**config.mk**
```make
export PLATFORM = sky130hd
export DESIGN_NAME = fir_tap_window_feeder
export DESIGN_NICKNAME = d
export VERILOG_FILES = /design/src/rtl/fir_tap_window_feeder.sv
export SDC_FILE = /design/constraint.sdc
export NUM_CORES = 2
export LEC_CHECK = 0
export ABC_CLOCK_PERIOD_IN_PS = 3200
export CORE_AREA = 5 5 408 410
export DETAILED_ROUTE_END_ITERATION = 16
export DIE_AREA = 0 0 413 415
export GPL_ROUTABILITY_DRIVEN = 0
export PLACE_DENSITY = 0.62
export SLEW_MARGIN = 20
export SYNTH_ARGS = -nofsm -noshare
export SYNTH_HDL_FRONTEND = slang
export SYNTH_SLANG_ARGS = --single-unit
```
**constraint.sdc**
```tcl
create_clock -name clk -period 3.2 [get_ports clk]
set_input_delay 0.96 -clock clk [delete_from_list [all_inputs] [get_ports clk]]
set_output_delay 0.96 -clock clk [all_outputs]
set_load 0.05 [all_outputs]
```
**src/rtl/fir_tap_window_feeder.sv**
```systemverilog
// Serial sample stream to packed tap-window + coefficient bus feeder for the MAC.
// Delay line and double-buffered coefficient banks are built from per-slot cells.

module fir_tap_slot #(
  parameter int FXP_WIDTH = 16
) (
  input  logic                 clk,
  input  logic                 rst_n,
  input  logic                 flush,
  input  logic                 shift_en,
  input  logic [FXP_WIDTH-1:0] din,
  input  logic                 wr_en,
  input  logic [FXP_WIDTH-1:0] wr_data,
  input  logic                 copy,
  output logic [FXP_WIDTH-1:0] tap,
  output logic [FXP_WIDTH-1:0] coeff
);
  logic [FXP_WIDTH-1:0] shadow;

  always_ff @(posedge clk or negedge rst_n) begin
    if (!rst_n) begin
      tap    <= '0;
      shadow <= '0;
      coeff  <= '0;
    end else begin
      if (flush)         tap <= '0;
      else if (shift_en) tap <= din;
      if (wr_en) shadow <= wr_data;
      // A write landing on the copy edge is forwarded into the active bank.
      if (copy) coeff <= wr_en ? wr_data : shadow;
    end
  end
endmodule

module fir_tap_window_feeder #(
  parameter int FXP_WIDTH     = 16,
  parameter int FILTER_LENGTH = 32,
  parameter int TAP_BUS_WIDTH = FILTER_LENGTH*FXP_WIDTH,
  parameter int ADDR_W        = $clog2(FILTER_LENGTH)
) (
  input  logic                        clk,
  input  logic                        rst_n,
  input  logic signed [FXP_WIDTH-1:0] s_sample,
  input  logic                        s_valid,
  output logic                        s_ready,
  input  logic                        flush,
  input  logic                        coef_wr_en,
  input  logic [ADDR_W-1:0]           coef_wr_addr,
  input  logic signed [FXP_WIDTH-1:0] coef_wr_data,
  input  logic                        coef_commit,
  output logic                        commit_pending,
  output logic [TAP_BUS_WIDTH-1:0]    taps_out,
  output logic [TAP_BUS_WIDTH-1:0]    coeff_out,
  output logic                        m_valid,
  input  logic                        m_ready,
  output logic                        fill_done
);
  localparam logic [ADDR_W:0] FL_C = (ADDR_W+1)'(FILTER_LENGTH);

  logic [FILTER_LENGTH-1:0][FXP_WIDTH-1:0] taps, coeffs;
  logic [ADDR_W:0] cnt, cnt_inc, cnt_nxt;
  logic            safe, accept, full_next, copy;

  // Safe = no window is being held; both shifting and bank copy wait for it.
  assign safe      = !m_valid | m_ready;
  assign s_ready   = safe & !flush;
  assign accept    = s_valid & s_ready;
  assign cnt_inc   = cnt + 1'b1;
  assign full_next = (cnt_inc >= FL_C);
  assign copy      = (coef_commit | commit_pending) & safe;

  always_comb begin
    cnt_nxt = cnt;
    if (flush)                      cnt_nxt = '0;
    else if (accept && cnt != FL_C) cnt_nxt = cnt_inc;
  end

  always_ff @(posedge clk or negedge rst_n) begin
    if (!rst_n) begin
      cnt            <= '0;
      fill_done      <= 1'b0;
      m_valid        <= 1'b0;
      commit_pending <= 1'b0;
    end else begin
      cnt       <= cnt_nxt;
      fill_done <= (cnt_nxt == FL_C);
      if (flush)                    m_valid <= 1'b0;
      else if (accept && full_next) m_valid <= 1'b1;
      else if (m_ready)             m_valid <= 1'b0;
      commit_pending <= copy ? 1'b0 : (commit_pending | coef_commit);
    end
  end

  for (genvar i = 0; i < FILTER_LENGTH; i++) begin : g_slot
    logic [FXP_WIDTH-1:0] din;
    if (i == 0) begin : g_head
      assign din = s_sample;
    end else begin : g_body
      assign din = taps[i-1];
    end

    fir_tap_slot #(.FXP_WIDTH(FXP_WIDTH)) u_slot (
      .clk      (clk),
      .rst_n    (rst_n),
      .flush    (flush),
      .shift_en (accept),
      .din      (din),
      .wr_en    (coef_wr_en && (coef_wr_addr == ADDR_W'(i))),
      .wr_data  (coef_wr_data),
      .copy     (copy),
      .tap      (taps[i]),
      .coeff    (coeffs[i])
    );
  end

  assign taps_out  = taps;
  assign coeff_out = coeffs;
endmodule
```
# Yosys cells after proc, flatten, opt, wreduce, memory -nomap -nowiden
# Index checks and enable logic that the tools add are counted.
# op_classes
add_sub_neg,1
order_cmp,1
n_eq_ne,33
n_mux,102
bitwise,5
reduce_logical,39
# ops
cell,count
$mux W16,96
$eq A5 B5 Y1 const B,16
$eq A5 B4 Y1 const B,8
$logic_and A1 B1 Y1,34
$eq A5 B3 Y1 const B,4
$mux W6,2
$eq A5 B2 Y1 const B,2
$add A6 B1 Y6 const B,1
$eq A6 B6 Y1 const B,1
$ge A6 B6 Y1 const B,1
$ne A6 B6 Y1 const B,1
$eq A5 B1 Y1 const B,1
$logic_not A5 Y1,1
$mux W1,4
$and A1 B1 Y1,3
$reduce_bool A3 Y1,1
$logic_not A1 Y1,2
$or A1 B1 Y1,2
$reduce_bool A2 Y1,1
# totals
ff_bits,1545
input_bits,44
out_inout_bits,1028
wordCells,281

# Longest topological paths before layout
# logic_depth
word_depth,8
ltp_mapped,8
mapped_depth_nobuf,6

# Modules after synthesis
# Synthesis repeated with hierarchy kept, for this count alone.
# unflattened
hier_cells,3954
area_unflattened_um2,62173.4
# by_module_without_submodules
mod,instances,cells_per_inst,area_each_um2,seq_area_each_um2
fir_tap_slot,32,120,1918.1,1201.2
fir_tap_window_feeder,1,114,794.5,225.2

# Worst setup path before layout
# OpenSTA, ideal clock, no wires.
# synth_timing
path_type,in2out
start,in flush
end,out s_ready
arrival_ns,2.210
t_required_ns,2.240
slack_ns,0.030
stages,4
n_path_buf,3
path_cell_list,clkbuf_1 clkbuf_1 clkbuf_1 nor2_1
# synth_via
elab_chain_cells,2
# synth_lines
element,line_no,text
start: declaration,46,"input logic flush,"
$logic_not A1 Y1,66,assign s_ready = safe & !flush;
$and A1 B1 Y1,66,
end: declaration,45,"output logic s_ready,"
# No other way between the ends.

# Worst setup path in the final report
# layout_timing
start,reg g_slot[7].u_slot.tap[7]
end,out taps_out[119]
# layout_lines
element,line_no,text
start: declaration,15,"output logic [FXP_WIDTH-1:0] tap,"
start signal: assignment,27,else if (shift_en) tap <= din;
end: declaration,52,"output logic [TAP_BUS_WIDTH-1:0] taps_out,"
# No word-level cell between the ends.

==> impl_metrics.ini <==
[worst_setup_path]
endpoint_kind = output port
critPathArrivalTime_ns = 2.15
crit_fanout = 3
r2r_start = cnt[0]
crit_required_ns = 2.24
critPathSlowestCell = clkdlybuf4s50_1
cp_num_buf_inv = 1
cp-start-kind = flop
critPathTopFamily = buffers and inverters
slowest_delay_ns = 0.99
cp_cell_sequence = clkdlybuf4s50_1
rrSetupSlack_ns = 1.15
critical_path_class = flop to output port
reg2reg_to = fill_done
worst_r2r_path_depth = 6

[global_route]
grt_pass1_wl_um = 288000
grtUsageTotal = 0.226
grt_overflow = 0
grt_antenna_before_repair = 15
grt_pass1_vias = 40700
grt_start_max_net_pins = 187

[synth]
async_reset_ff_frac = 1.00
synth_cells = 4520
synth_edf_count = 0
ys_ff_latch = 1545
post_synth.cell_area_avg_um2 = 13.0
syn_area_mm2 = 0.0587
synth_top_area_cell = dfrtp_1
synth_nets = 4566
synth-seq-area-share = 0.658
yosys.area.top_type_share = 0.658
synth_flop_cell = dfrtp_1
synth_area_leaders = dfrtp_1 66%, mux2_2 20%, nand2_1 6.6%
yosysWarnings = 0
ys_types = 40

[sta]
rsz0062_at_grt = false
setup_viol = 0
clock_skew_ns = 0.0583
setup_slack_ns = 0.0888
maxSlewViolCount = 0
max_slew.worst_pin.slew_ns = 1.08
post-route-min-period_ns = 3.11
max_slew_margin = 0.278
finalCritPeriodShare = 0.972
hold_viol = 0
max_freq_mhz = 321

[power]
ir_drop_mv = 0.475
power_density_mw_per_mm2 = 721
totalPowerFinal_w = 0.0568
power_leakage_nw = 34.3

[cells_and_area]
final_core_util = 0.486
drive_gt1_frac = 0.262
nFillCells = 14400
mostFrequentLayoutCell = dfrtp_1
multi_input_area_mm2 = 0.0186
nets = 5646
final-seq-area_mm2 = 0.0387
most-common-layout-cells = 1545 x dfrtp_1, 1030 x clkdlybuf4s50_1, 1028 x nand2_1
area_growth_pct = 34.1

[floorplanning]
rows = 148
die_y_um = 415
initial_utilization = 0.362
die_area_mm2 = 0.171
io_pins = 1072
chipWidth_um = 413
core-area_mm2 = 0.162

[job]
drv_cap = 0

[clocking]
cts_tree = done
clkLatencyLatePin_ns = 0.78
path_clk_slew_ns = 0.06
cts_inserted_buffers = 165
cts_hold_buf = 0
clockBufferDepth = 3
htree_levels = 4
post_cts_buffers = 0
cts_sinks = 1545
cts-resized-gates = 14
cts-root-buf = clkbuf_16

[route]
routed_wl_um = 198000
post-route-drc-count = 0
wl_per_cell_um = 25.0
routed_via_density = 5.00
drtIter0Drc = 2794
drtAntennaViolNets = 0
dr.pass1.iters = 5
route.vias.total = 39600

[min_path]
hp-class = input port to asynchronous set/reset pin

[placement]
port_buffers = 1071
dp_hpwl_um = 139000
pre_cts_ws_ns = -0.0386

[run_status]
status = finished, final reports clean
where the power goes:
group | switching, W | internal [W] | total [W]
Combinational | 0.00882 | 0.00490 | 0.0137
Clock | 0.00805 | 0.0112 | 0.0193
Sequential | 0.00147 | 0.0223 | 0.0238
Total | 0.0183 | 0.0384 | 0.0568
logic make-up (layout without fill, tap and decap cells):
kind of cell               count (synthesis)  after routing  share of synthesized area
muxes                                   1027           1027                      0.197
AOI/OAI and AO/OA                        519            519                     0.0444
xor gates and xnor gates                   5              5                   0.000746
buffers and inverters                    322           1534                     0.0248
and+or+nand+nor                         1100           1100                     0.0744
DFF                                     1545           1545                      0.658
other                                      0              3                          0
adders and majority gates                  2              2                   0.000426
layer usage:
metal	vias to the layer above	share of wire	global-route usage
li1	17400	-	-
met5	-	0.00019	0
met2	1203	0.49	0.374
met3	281	0.082	0.0770
met1	20700	0.39	0.278
met4	6	0.036	0.0763
cell usage after synthesis (all sizes together) (4+ instances only):
| library cell | number |
|---|---|
| a21oi | 513 |
| buf | 99 |
| clkbuf | 221 |
| dfrtp | 1545 |
| mux2 | 1024 |
| nand2 | 1041 |
| nand2b | 8 |
| nand3 | 5 |
| nor2 | 24 |
| nor2b | 4 |
state kept, by name (all words and copies together) (netlist names):
signal	count
cnt	6
m_valid	1
g_slot.u_slot.coeff	512
fill_done	1
g_slot.u_slot.tap	512
g_slot.u_slot.shadow	512
commit_pending	1
through the flow:
step	std cells	hold WS (ns)	TNS (ns)	area, um^2
finish	7910	0.0706	0	78700
global route	7909	0.0444	0	78700
CTS	7907	0.0274	0	78700
detailed placement	7608	0.479	-0.331	73200
global placement	7608	0.468	0	73200
floorplan	4520	0.458	0	58700
how the worst max path moves through the flow:
stage                     slack, ns                     from                         to  cells past startpoint
after detailed placement      -0.04          coef_wr_addr[1]  g_slot[7].u_slot.coeff[6]                      6
after global routing           0.02  g_slot[7].u_slot.tap[7]              taps_out[119]                      1
after floorplan                0.03                    flush                    s_ready                      4
final                          0.09  g_slot[7].u_slot.tap[7]              taps_out[119]                      1
after global placement        0.004          coef_wr_addr[1]  g_slot[7].u_slot.coeff[6]                      6
after CTS                     0.007  g_slot[7].u_slot.tap[7]              taps_out[119]                      1
layout make-up:
cell class | instances | share of cell area
diodes | 3 | 0.0000953
clock inverters | 49 | 0.00836
flip-flops and latches | 1545 | 0.491
multi-input cells | 2653 | 0.237
clock buffers | 250 | 0.0621
inverters | 2 | 0.0000953
well taps | 2175 | 0.0346
repair buffers | 1233 | 0.167
Note: power is estimated with default switching activity, not from simulation.
